===== src/rtl/axi4_lite_master.sv =====
// axi4_lite_master: single-outstanding AXI4-Lite master turning a cmd/rsp port into AXI4-Lite reads and writes.
module axi4_lite_master #(
  parameter int ADDRESS_WIDTH = 32,
  parameter int DATA_WIDTH    = 32
) (
  input  logic                      ACLK,
  input  logic                      ARESETN,
  input  logic                      cmd_valid,
  output logic                      cmd_ready,
  input  logic                      cmd_write,
  input  logic [ADDRESS_WIDTH-1:0]  cmd_addr,
  input  logic [DATA_WIDTH-1:0]     cmd_wdata,
  input  logic [DATA_WIDTH/8-1:0]   cmd_wstrb,
  output logic                      rsp_valid,
  input  logic                      rsp_ready,
  output logic [DATA_WIDTH-1:0]     rsp_rdata,
  output logic [1:0]                rsp_resp,
  output logic [ADDRESS_WIDTH-1:0]  M_AXI_AWADDR,
  output logic                      M_AXI_AWVALID,
  input  logic                      M_AXI_AWREADY,
  output logic [DATA_WIDTH-1:0]     M_AXI_WDATA,
  output logic [DATA_WIDTH/8-1:0]   M_AXI_WSTRB,
  output logic                      M_AXI_WVALID,
  input  logic                      M_AXI_WREADY,
  input  logic [1:0]                M_AXI_BRESP,
  input  logic                      M_AXI_BVALID,
  output logic                      M_AXI_BREADY,
  output logic [ADDRESS_WIDTH-1:0]  M_AXI_ARADDR,
  output logic                      M_AXI_ARVALID,
  input  logic                      M_AXI_ARREADY,
  input  logic [DATA_WIDTH-1:0]     M_AXI_RDATA,
  input  logic [1:0]                M_AXI_RRESP,
  input  logic                      M_AXI_RVALID,
  output logic                      M_AXI_RREADY
);
  typedef enum logic [2:0] {S_IDLE, S_WADDR_DATA, S_WRESP, S_RADDR, S_RDATA, S_RESP} state_t;
  state_t                    r_state, w_next;
  logic [ADDRESS_WIDTH-1:0]  r_addr;
  logic [DATA_WIDTH-1:0]     r_wdata, r_rdata;
  logic [DATA_WIDTH/8-1:0]   r_wstrb;
  logic [1:0]                r_resp;
  logic                      r_aw_done, r_w_done;
  logic                      w_aw_hs, w_w_hs;
  // Every output is a decode of registered state; no AXI input reaches an AXI output.
  assign cmd_ready     = r_state == S_IDLE;
  assign rsp_valid     = r_state == S_RESP;
  assign M_AXI_AWVALID = (r_state == S_WADDR_DATA) && !r_aw_done;
  assign M_AXI_WVALID  = (r_state == S_WADDR_DATA) && !r_w_done;
  assign M_AXI_BREADY  = r_state == S_WRESP;
  assign M_AXI_ARVALID = r_state == S_RADDR;
  assign M_AXI_RREADY  = r_state == S_RDATA;
  assign M_AXI_AWADDR  = r_addr;
  assign M_AXI_ARADDR  = r_addr;
  assign M_AXI_WDATA   = r_wdata;
  assign M_AXI_WSTRB   = r_wstrb;
  assign rsp_rdata     = r_rdata;
  assign rsp_resp      = r_resp;
  assign w_aw_hs       = M_AXI_AWVALID && M_AXI_AWREADY;
  assign w_w_hs        = M_AXI_WVALID && M_AXI_WREADY;
  always_comb begin
    w_next = r_state;
    case (r_state)
      S_IDLE:       w_next = cmd_valid ? (cmd_write ? S_WADDR_DATA : S_RADDR) : S_IDLE;
      S_WADDR_DATA: w_next = ((r_aw_done || w_aw_hs) && (r_w_done || w_w_hs)) ? S_WRESP : S_WADDR_DATA;
      S_WRESP:      w_next = M_AXI_BVALID ? S_RESP : S_WRESP;
      S_RADDR:      w_next = M_AXI_ARREADY ? S_RDATA : S_RADDR;
      S_RDATA:      w_next = M_AXI_RVALID ? S_RESP : S_RDATA;
      S_RESP:       w_next = rsp_ready ? S_IDLE : S_RESP;
      default:      w_next = S_IDLE;
    endcase
  end
  always_ff @(posedge ACLK or negedge ARESETN) begin
    if (!ARESETN) begin
      r_state   <= S_IDLE;
      r_addr    <= '0;
      r_wdata   <= '0;
      r_wstrb   <= '0;
      r_rdata   <= '0;
      r_resp    <= '0;
      r_aw_done <= 1'b0;
      r_w_done  <= 1'b0;
    end else begin
      r_state <= w_next;
      if (r_state == S_IDLE && cmd_valid) begin
        r_addr    <= cmd_addr;
        r_wdata   <= cmd_wdata;
        r_wstrb   <= cmd_wstrb;
        r_aw_done <= 1'b0;
        r_w_done  <= 1'b0;
      end
      if (w_aw_hs) r_aw_done <= 1'b1;
      if (w_w_hs) r_w_done <= 1'b1;
      if (r_state == S_WRESP && M_AXI_BVALID) begin
        r_resp  <= M_AXI_BRESP;
        r_rdata <= '0;
      end
      if (r_state == S_RDATA && M_AXI_RVALID) begin
        r_rdata <= M_AXI_RDATA;
        r_resp  <= M_AXI_RRESP;
      end
    end
  end
endmodule


===== config.mk =====
export PLATFORM = sky130hd
export DESIGN_NAME = axi4_lite_master
export DESIGN_NICKNAME = d
export VERILOG_FILES = /design/src/rtl/axi4_lite_master.sv
export SDC_FILE = /design/constraint.sdc
export NUM_CORES = 1
export LEC_CHECK = 0
export CAP_MARGIN = 10
export CELL_PAD_IN_SITES_DETAIL_PLACEMENT = 0
export CELL_PAD_IN_SITES_GLOBAL_PLACEMENT = 1
export CORE_ASPECT_RATIO = 0.9
export CORE_UTILIZATION = 33
export CTS_CLUSTER_SIZE = 20
export DETAILED_ROUTE_END_ITERATION = 12
export PLACE_DENSITY_LB_ADDON = 0.1
export SYNTH_ARGS = -nofsm -noshare
export SYNTH_HDL_FRONTEND = slang
export SYNTH_SLANG_ARGS = --single-unit

===== constraint.sdc =====
create_clock -name ACLK -period 2.6 [get_ports ACLK]
set_input_delay 0.78 -clock ACLK [delete_from_list [all_inputs] [get_ports ACLK]]
set_output_delay 0.78 -clock ACLK [all_outputs]
set_load 0.02 [all_outputs]

Word level (Yosys, flattened, before mapping)
Index checks and enable logic that the tools add are counted.
{ "word_totals": {"out_inout_bits": 141, "ff_bits": 107, "word_cells": 44, "inputBits": 114} }
{ "classes": {"reduce_logical": 16, "n_mux": 15, "n_eq_ne": 5} }
{ "op_table": {"columns": ["cell", "n"], "rows": [
  ["$mux 32", 2],
  ["$pmux 3 s6", 1],
  ["$mux 2", 5],
  ["$mux 3", 3],
  ["$logic_and 1x1->1", 8],
  ["$eq 3x2->1 const B", 2],
  ["$eq 3x3->1 const B", 2],
  ["$reduce_bool 2->1", 3],
  ["$mux 1", 4],
  ["$eq 3x1->1 const B", 1],
  ["$logic_not 3->1", 1],
  ["$logic_not 1->1", 2],
  ["$logic_or 1x1->1", 2]
]} }

Logic depth before layout (Yosys ltp)
Gate-level depths: netlist (run 1).
{ "depth": {"word_depth": 7, "depth_mapped": 6, "mapped_depth_nobuf": 3} }

Least setup slack after synthesis (run 1)
Ideal clock, no wire load.
{ "synth_timing": {"path_kind": "register -> output", "startpoint": "reg r_state[0]", "endpoint": "out M_AXI_AWVALID", "arrival_ns": 1.287, "slack_ns": 0.533, "stages_incl_launch_ff": 5, "n_path_buf": 1, "required_time_ns": 1.820, "cell_sequence": "dfrtp_1 -> buf_4 -> inv_1 -> or3_1 -> nor2_1"} }
{ "synth_between": {"elab_chain_cells": 2} }
{ "synth_lines": {"columns": ["item", "line", "text"], "rows": [
  ["start, declared", "37", "state_t r_state, w_next;"],
  ["start signal, assigned", "83", "r_state <= w_next;"],
  ["$eq 3x1->1", "47", "assign M_AXI_AWVALID = (r_state == S_WADDR_DATA) && !r_aw_done;"],
  ["$logic_and 1x1->1", "47", null],
  ["end, declared", "19", "output logic M_AXI_AWVALID,"]
]} }
No other way between the ends.

Final worst setup path (run 1)
{ "layout_timing": {"startpoint": "reg r_state[2]", "endpoint": "out M_AXI_ARVALID"} }
{ "layout_between": {"elab_chain_cells": 1} }
{ "layout_lines": {"columns": ["item", "line", "text"], "rows": [
  ["$eq 3x2->1", "50", "assign M_AXI_ARVALID = r_state == S_RADDR;"],
  ["end, declared", "29", "output logic M_AXI_ARVALID,"]
]} }
No other way between the ends.

==> results of run 1 <==
==> final cells by class <==
cell class / instances / area [um2]
fill: 1198 / 6538
sequential: 107 / 2678
timing repair buffer: 266 / 2676
multi-input combinational: 139 / 1587
clock buffer: 14 / 274.0
tap: 193 / 241.5
clock inverter: 1 / 7.507
inverter: 1 / 3.754
==> sequential cells by signal, summed over array words and instances, names as in the netlist <==
| signal | cells |
|---|---|
| r_aw_done | 1 |
| M_AXI_WDATA | 32 |
| r_state | 3 |
| rsp_rdata | 32 |
| M_AXI_WSTRB | 4 |
| r_w_done | 1 |
| rsp_resp | 2 |
| M_AXI_ARADDR | 32 |
==> worst register-to-register path: cells and delay by family (launching register included) <==
kind / cells / cell delay (ns)
and+or+nand+nor: 2 / 0.57
DFF: 1 / 0.45
muxes: 1 / 0.34
buffers and inverters: 2 / 0.47
==> through the flow <==
stage	std cells	hold WS [ns]	cell area [um2]	setup slack, ns
after floorplan	297	0.4844	4738	0.5325
after global placement	706	0.4849	7189	0.2230
after detailed placement	706	0.4808	7189	0.2130
after CTS	721	0.3878	7465	0.003820
after global routing	721	0.3954	7467	0.01742
final	721	0.3751	7467	0.09860
==> power breakdown <==
group / switching [mW] / total, mW / internal (mW)
clock: 0.586 / 1.31 / 0.725
sequential: 0.512 / 2.94 / 2.43
combinational: 2.42 / 5.47 / 3.05
==> layout by cell type (no fill, tap or decap), drive strengths merged <==
cell,count
clkbuf,14
or3b,1
o221ai,1
or2b,1
nand2,1
nor2b,1
nor2,7
nand2b,2
a221o,1
nor3b,2
dlygate4sd2,5
o21bai,1
a21oi,5
clkinvlp,1
o211ai,1
buf,13
o22ai,1
and2,1
inv,1
a22oi,1
nor4bb,1
dlymetal6s2s,1
a21o,2
nor3,1
mux2,70
mux2i,1
clkdlybuf4s50,247
and3,1
dfrtp,107
or3,1
a22o,32
nand3b,3
==> cell families after synthesis <==
| logic type | share of synthesized area |
|---|---|
| compound gates | 0.07764 |
| buf+inv | 0.1019 |
| flops | 0.5651 |
| mux | 0.2223 |
| simple gates | 0.03301 |
==> Yosys cell counts (all sizes together) <==
master	number
mux2i	1
nor2b	1
a21oi	5
nand2	1
o221ai	1
nor2	7
a22oi	1
or3	1
mux2	70
a21o	2
and2	1
inv	1
o22ai	1
and3	1
nor3b	2
a221o	1
or3b	1
nand3b	3
o21bai	1
a22o	32
or2b	1
o211ai	1
buf	50
nor3	1
dfrtp	107
nor4bb	1
nand2b	2
==> worst paths after layout <==
| kind | startpoint | to | cells past startpoint |
|---|---|---|---|
| max | r_state[2] | M_AXI_ARVALID | 3 |
| min | ARESETN | M_AXI_ARADDR[13] | 1 |
| max reg2reg | r_state[1] | M_AXI_WDATA[31] | 5 |
| min reg2reg | rsp_rdata[28] | rsp_rdata[28] | 1 |
| max in group asynchronous | ARESETN | rsp_rdata[12] | 2 |
| min in group ACLK | rsp_rdata[28] | rsp_rdata[28] | 1 |
==> routing by layer <==
layer | vias to the layer above | track usage
met4 | 0 | 0.05255
li1 | 1478 | -
met1 | 1629 | 0.2052
met2 | 151 | 0.2782
met5 | - | 0
met3 | 12 | 0.07156
==> run metrics, run 1 <==
Via density around 4.5; Pwr Total 9.725 mW; # clock sinks 107; clock latency on the worst-skew pair 0.35 ns; post-CTS resize count 5; drt drc 0; Starting Density 0.3383; max_cap viols 0; initial antenna violation count 0; synthesized flop and latch total 107; GRT Util Overall 0.1705; n_diodes 0; CP arrival 1.72 ns; highest net fanout along the worst path 7; Crit Path Class flip-flop to primary output; worst clock skew roughly 0.0061 ns; Iteration-0 DRC Markers 122; Post-CTS Setup Bufs 0; TNS Setup 0 ns; FF-to-FF setup slack approximately 0.65 ns; Max stage delay on crit path around 0.61 ns; top post-synthesis cells by area dfrtp_1 57%, mux2_4 22%, a22o_1 5.9%; Final HPWL DP 9242 um; die width 128.3 um; Synth area leader dfrtp_1; Post-Syn Area 0.004738 mm2; CP Capture Type primary output; vias 3,270; pwr dens 1302 mW/mm2; I/O Buffers 254; final setup fails 0; top-area cell type share of the netlist area 0.5651; Hold Crit Class primary input to async pin; hold_buf cts 0; Core ar. between 0.01 and 0.015 mm2; Final Critical Period 2.501 ns; CP cell instances nand2b_1 -> nor2_1 -> clkdlybuf4s50_1; vias in the first global route between 3k and 4k; cell family with most CP delay buffers and inverters; TritonCTS clock tree done; Routed Antenna Nets 0; synthesized instance count 297; relative slew slack 0.6948; Longest Clk Path Bufs 2; outcome completed; Critical-path top delay cell clkdlybuf4s50_1; drt total wl around 12,000 um; first-pass GRT wire length 18,910 um; H-Tree Depth 3; Num CTS Buffers 9; unrepaired setup endpoints after global routing no; Setup crit start kind flip-flop; post-layout util 0.5332; static leakage 3.266 nW; Worst EP required 1.82 ns; Synth cell types 32; First-pass DRT Iterations 4; Placer Congestion 0.8459; die height around 120 um; Final Cycle Share 0.9621; nets 638; Tightest Pin Transition 0.4578 ns; Syn Area/Cell roughly 16 um2; Buf/Inv on CP 1; VDD IR max 0.0005923 V; Ys Warns 0; Synth-to-Final Area Change 57.59%; Final Hold Viols 0; clock root cell clkbuf_16; fmax ~400 MHz; largest net degree at the start of global routing 45; sequential fraction of the synthesis area 0.5651; Rows 41; WL met2 5991 um; Max Slew Vio Count 0; met1 WL about 5100 um; routed len/inst 17.15 um; max layer used met4; syn_nets 411; Clock Pin Slew Worst Setup and Hold Paths 0.07 ns; die area 0.01484 mm2; fraction of layout cells with a size suffix above 1 0.1875; GR Overflow Total 0; Ports 255; met3 WL post-DR 1083 um
No activity file was read; power rests on OpenSTA's default activity.
==> run 2, diff against run 1 <==
--- a/config.mk
+++ b/config.mk
@@ -5,14 +5,16 @@
 export SDC_FILE = /design/constraint.sdc
 export NUM_CORES = 1
 export LEC_CHECK = 0
+export ABC_AREA = 1
 export CAP_MARGIN = 10
 export CELL_PAD_IN_SITES_DETAIL_PLACEMENT = 0
 export CELL_PAD_IN_SITES_GLOBAL_PLACEMENT = 1
 export CORE_ASPECT_RATIO = 0.9
-export CORE_UTILIZATION = 33
+export CORE_UTILIZATION = 30
 export CTS_CLUSTER_SIZE = 20
 export DETAILED_ROUTE_END_ITERATION = 12
 export PLACE_DENSITY_LB_ADDON = 0.1
+export SETUP_SLACK_MARGIN = 0.5
 export SYNTH_ARGS = -nofsm -noshare
 export SYNTH_HDL_FRONTEND = slang
 export SYNTH_SLANG_ARGS = --single-unit
==> run 2 against run 1 <==
  * Critical path depth is 1 higher
  * Maximum frequency is 20% higher
  * Cell count is 31% higher
  * Clock power is 11% higher
  * Core utilization is 5.0 points lower
  * Synthesized cell count is 74% higher
  * Area after synthesis is 0.42% higher
  * Critical endpoint is now M_AXI_WVALID
  * Largest power group unchanged
==> run metrics, run 2 <==
H-Tree Depth 3; Crit Path Class flip-flop to primary output; Placer Congestion around 0.77; drt total wl 12,550 um; Post-Syn Area ~0.0048 mm2; post-layout util 0.4835; n_diodes 0; drt drc 0; synthesized instance count 516; FFs w/ async S/R, synth 1.000; Starting Density 0.3082; Pwr Total 8.469 mW; CP Capture Type primary output; static leakage 4.204 nW; pwr dens 1134 mW/mm2; I/O Buffers 254; Max stage delay on crit path 0.46 ns; Final Hold Viols 0; clock root cell clkbuf_16; unrepaired setup endpoints after global routing yes; Worst EP required 1.82 ns; ys flop type dfrtp_1; Setup crit start kind flip-flop; First-pass DRT Iterations 4; Ports roughly 260; GRT Util Overall 0.1606; highest net fanout along the worst path 6; CP cell instances inv_4 -> nand3_4 -> nor2_2 -> buf_4; most common cell after layout, fill and taps aside nand2_1; final setup fails 0; first-pass GRT wire length approximately 20,000 um; Iteration-0 DRC Markers 149; largest net degree at the start of global routing 81; synthesized flop and latch total 107; Final Critical Period 2.089 ns; GR Overflow Total 0; Final HPWL DP 8982 um; most frequent cells in the layout 169 x nand2_1, 121 x dlygate4sd2_1, 112 x clkdlybuf4s50_1, 104 x dfrtp_1, 79 x inv_1; die area between 0.015 and 0.02 mm2; TNS Setup 0 ns; Routed Antenna Nets 0; number of synthesized flops with an enable pin 0; die height 121.5 um; routed len/inst 13.28 um; outcome completed; Hold Crit Class primary input to async pin; fmax approximately 480 MHz; vias in the first global route 3,885; clock latency on the worst-skew pair around 0.34 ns; Clock Pin Slew Worst Setup and Hold Paths about 0.07 ns; TritonCTS clock tree done; Tightest Pin Transition 0.5636 ns; vias 3,872; relative slew slack 0.6237; VDD IR max slightly below 0.0006 V; CP arrival 1.31 ns; top post-synthesis cells by area dfrtp_1 56%, nand2_1 13%, o21ai_2 7.4%; worst clock skew around 0.0028 ns; Via density 4.097; Synth cell types 22; Longest Clk Path Bufs 2; sequential fraction of the synthesis area 0.5627; max_cap viols 0; count leader, synth nand2_1; initial antenna violation count 0; syn_nets 630; Syn Area/Cell a little over 9 um2; fraction of layout cells with a size suffix above 1 0.1279; die width 134.8 um; Max Slew Vio Count 0; Synth area leader dfrtp_1; Ys Warns 0; Core ar. 0.01544 mm2; nets 853; Num CTS Buffers 9; # clock sinks 107; total of fill cells in the finished design ~1.5k; Synth-to-Final Area Change 56.90%; Rows 43; hold_buf cts 0; top-area cell type share of the netlist area 0.5627; Commonest cells post-synth 169 x nand2_1, 107 x dfrtp_1, 80 x inv_1, 40 x o21ai_2, 32 x buf_4; Buf/Inv on CP 2; Critical-path top delay cell dfrtp_2; cell family with most CP delay flip-flops; Final Cycle Share 0.8035
[run 2: cell type report]
class,instances,area (um2),area share
Timing Repair Buffer,265,2535,0.3395
Multi-Input combinational cell,272,1364,0.1827
Sequential cell,107,2681,0.3591
Clock buffer,13,250.2,0.03352
Tap cell,202,252.7,0.03385
Inverter,84,322.8,0.04324
Clock inverter,2,60.06,0.008044
[run 2: worst register-to-register path, cell delays in order, from the launching register on]
cell and delay (ns):
dfrtp_2 0.48, nor2_4 0.15, buf_4 0.13, nand3_4 0.28, buf_12 0.31, nand2_1 0.11
o21ai_2 0.05
[run 2: repair_timing]
| action | in CTS | in global routing |
|---|---|---|
| setup endpoints to repair | 128 | 18 |
| buffers inserted | 4 | 3 |
| endpoints found under the hold margin | 0 | 0 |
| gates resized for setup | 158 | 25 |
| pin swaps | 0 | 2 |
[run 2: cell families (layout without fill, tap and decap cells)]
group                  count (synthesis)  in the layout  share of synthesized area
AOI/OAI and AO/OA                     73             73                     0.1094
buffers and inverters                137            364                     0.1580
DFF                                  107            107                     0.5627
and+or+nand+nor                      199            199                     0.1699
[run 2: routing by layer]
metal | vias up | wire, um | track usage
met2 | 137 | 6197 | 0.2697
met4 | 0 | 124 | 0.03792
li1 | 1967 | - | -
met5 | - | 0 | 0
met3 | 9 | 1161 | 0.06809
met1 | 1759 | 5061 | 0.1892
[run 2: metrics by stage]
stage	cell area (um2)	setup slack (ns)	hold slack [ns]	instances
after detailed placement	7204	0.2390	0.4584	923
final	7466	0.5109	0.3535	945
after CTS	7372	0.4185	0.3515	942
after global placement	7204	0.2862	0.4540	923
after global routing	7466	0.4520	0.3700	945
after floorplan	4758	0.7360	0.4844	516
[run 2: path summary, 6_finish.rpt]
| check | from | to | slack [ns] | depth (start not counted) |
|---|---|---|---|---|
| max | r_state[2] | M_AXI_WVALID | 0.51 | 4 |
| min | ARESETN | rsp_rdata[28] | 0.35 | 1 |
| max reg2reg | r_state[0] | M_AXI_WDATA[17] | 0.98 | 6 |
| min reg2reg | rsp_rdata[20] | rsp_rdata[20] | 0.47 | 2 |
| max in group asynchronous | ARESETN | r_state[2] | 1.47 | 2 |
| min in group ACLK | rsp_rdata[20] | rsp_rdata[20] | 0.47 | 2 |
[run 2: where the power goes]
group	total [mW]	switching (mW)	internal, mW	leakage [nW]
Combinational	4.19	2.52	1.67	2.70
Clock	1.45	0.583	0.867	0.150
Sequential	2.83	0.448	2.38	1.35
Total	8.47	3.55	4.92	4.20
==> run 3, diff against run 2 <==
--- a/config.mk
+++ b/config.mk
@@ -10,7 +10,7 @@
 export CELL_PAD_IN_SITES_DETAIL_PLACEMENT = 0
 export CELL_PAD_IN_SITES_GLOBAL_PLACEMENT = 1
 export CORE_ASPECT_RATIO = 0.9
-export CORE_UTILIZATION = 30
+export CORE_UTILIZATION = 25
 export CTS_CLUSTER_SIZE = 20
 export DETAILED_ROUTE_END_ITERATION = 12
 export PLACE_DENSITY_LB_ADDON = 0.1
==> constraint.sdc (replaced) <==
create_clock -name ACLK -period 1.8 [get_ports ACLK]
set_input_delay 0.54 -clock ACLK [delete_from_list [all_inputs] [get_ports ACLK]]
set_output_delay 0.54 -clock ACLK [all_outputs]
set_load 0.02 [all_outputs]
==> run 3 against run 2 <==
  * Count of clock-buffer cells in the layout decreased by 2
  * Flip-flop and latch count unchanged
  * Critical endpoint is now rsp_valid
  * Total power increased by 94%
  * Sequential share of layout area decreased by 7.5 points
  * Largest power group unchanged
  * Sequential power increased by 60%
  * Routed wire length increased by 25%
  * Final area increased by 27%
  * Cell count increased by 15%
  * Combinational power increased by 130%
  * Worst setup slack got worse by 0.51 ns
==> run metrics, run 3 (synthesis results as in run 2) <==
outcome completed; nets 948; TNS Setup 0 ns; GR Overflow Total 0; First-pass DRT Iterations 4; drt total wl about 16,000 um; Hold Crit Class primary input to async pin; M3 GR Usage 0.05138; DP Worst Slack -0.1587 ns; unrepaired setup endpoints after global routing yes; routed len/inst ~15 um; Routed Antenna Nets 0; Final HPWL DP approximately 10000 um; Via density 4.020; fraction of layout cells with a size suffix above 1 0.5227; Placer Congestion just over 0.8; TritonCTS clock tree done; reg-to-reg critical path startpoint r_state[2]; Final Cell Area 0.009490 mm2; met2 Use GR 0.2387; Synth-to-Final Area Change 99.45%; # clock sinks 107; Num CTS Buffers 9; Final Hold Viols 0; reg2reg end rsp_rdata[4]; post-layout util 0.5123; clock latency on the worst-skew pair 0.35 ns; clock root cell clkbuf_16; die height 132.9 um; Rows 47; final setup fails 0; Seq pwr share 0.275; Pwr Total 16.46 mW; CP Capture Type primary output; Setup crit start kind flip-flop; FF-to-FF setup slack 0.04 ns; Max Slew Vio Count 0; Longest Clk Path Bufs 2; die width 147.4 um; GRT Util Overall 0.1458; Clock Pin Slew Worst Setup and Hold Paths 0.07 ns; fmax 557.3 MHz; Starting Density 0.2569; VDD IR max 0.0007676 V; GRT busiest layer met2; largest net degree at the start of global routing 108; CP arrival 1.25 ns; pwr dens about 1700 mW/mm2; vias 4,354; Ports 255; highest net fanout along the worst path 4; relative slew slack 0.5522; die area 0.01959 mm2; met1 usage 0.1766; hold_buf cts 0; Worst EP required 1.26 ns; Placed Area 0.007460 mm2; r2r worst-path depth 10; Final Cycle Share 0.9969; Core ar. 0.01852 mm2; most frequent cells in the layout 153 x buf_6, 112 x clkdlybuf4s50_1, 95 x dfrtp_1, 84 x nand2_1, 76 x inv_1; Comb power frac 0.597; Crit Path Class flip-flop to primary output; Iteration-0 DRC Markers around 130; n_diodes 0; switch share 0.3990; Tightest Pin Transition 0.6716 ns; first-pass GRT wire length 22,100 um; worst clock skew 0.007888 ns; Final Critical Period 1.794 ns; vias in the first global route 4,178; Psw 6.566 mW; Worst Setup Slack, final 0.005606 ns; max_cap viols 0; static leakage 4.756 nW; H-Tree Depth 3; most common cell after layout, fill and taps aside buf_6; Clock Power Share 0.129; Int Power 9.889 mW; CP startpoint r_state[2]; I/O Buffers about 250; drt drc 0; initial antenna violation count 0
## run 3: changes by cell type in the layout (fill, tap and decap cells not counted), sizes merged
cell          change
clkinvlp          +1
nand3             +1
dlygate4sd2     -121
dlymetal6s2s     -13
clkinv            +4
clkbuf            +6
buf             +217
## run 3: worst max path at each step
stage                     depth (start not counted)            end
after floorplan                                   3  M_AXI_AWVALID
after global placement                            4  M_AXI_AWVALID
after detailed placement                          4  M_AXI_AWVALID
after CTS                                         5   M_AXI_RREADY
after global routing                              4  M_AXI_AWVALID
final                                             4      rsp_valid
## run 3: timing repair
| action | 4_1_cts | 5_1_grt |
|---|---|---|
| setup endpoints to repair | 246 | 248 |
| setup buffers | 20 | 49 |
| cloned | 4 | 14 |
| hold endpoints to repair | 0 | 0 |
| pin swaps | 17 | 33 |
| resized for setup | 876 | 180 |
## run 3: power by group through the flow
| stage | registers, mW | logic (mW) | clock network (mW) |
|---|---|---|---|
| 6_report | 4.52 | 9.82 | 2.12 |
| 5_1_grt | 4.64 | 10.4 | 2.30 |
| 4_1_cts | 4.41 | 7.92 | 2.21 |
| 3_5_place_dp | 4.18 | 7.21 | 0 |
| 3_3_place_gp | 4.14 | 7.16 | 0 |
| 2_1_floorplan | 5.31 | 2.94 | 0 |
## run 3: layer usage
layer  vias up  wire [um]
met5         -          0
met4         0        289
met3        16       1059
met2       143       7844
met1      2026       6528
li1       2169          -
## run 3: per-stage QoR
step	std cells	hold slack, ns
5_1_grt	1083	0.3006
6_report	1083	0.2035
4_1_cts	1020	0.2823
3_3_place_gp	981	0.4552
2_1_floorplan	516	0.2444
3_5_place_dp	981	0.4587
## run 3: worst max-delay path, stage by stage, from the launching register on
cell	delay, ns
dfrtp_2	0.42
inv_4	0.07
buf_12	0.12
nor3_4	0.15
buf_6	0.14
## run 3: cell type report
cell class / count / area [um2]
clock buffers: 11 / 232.7
clock inverters: 4 / 76.32
fillers: 1710 / 9034
inverters: 84 / 347.8
multi-input cells: 273 / 1888
flip-flops and latches: 107 / 2693
well taps: 245 / 306.5
repair buffers: 356 / 3875
repair inverters: 3 / 71.32
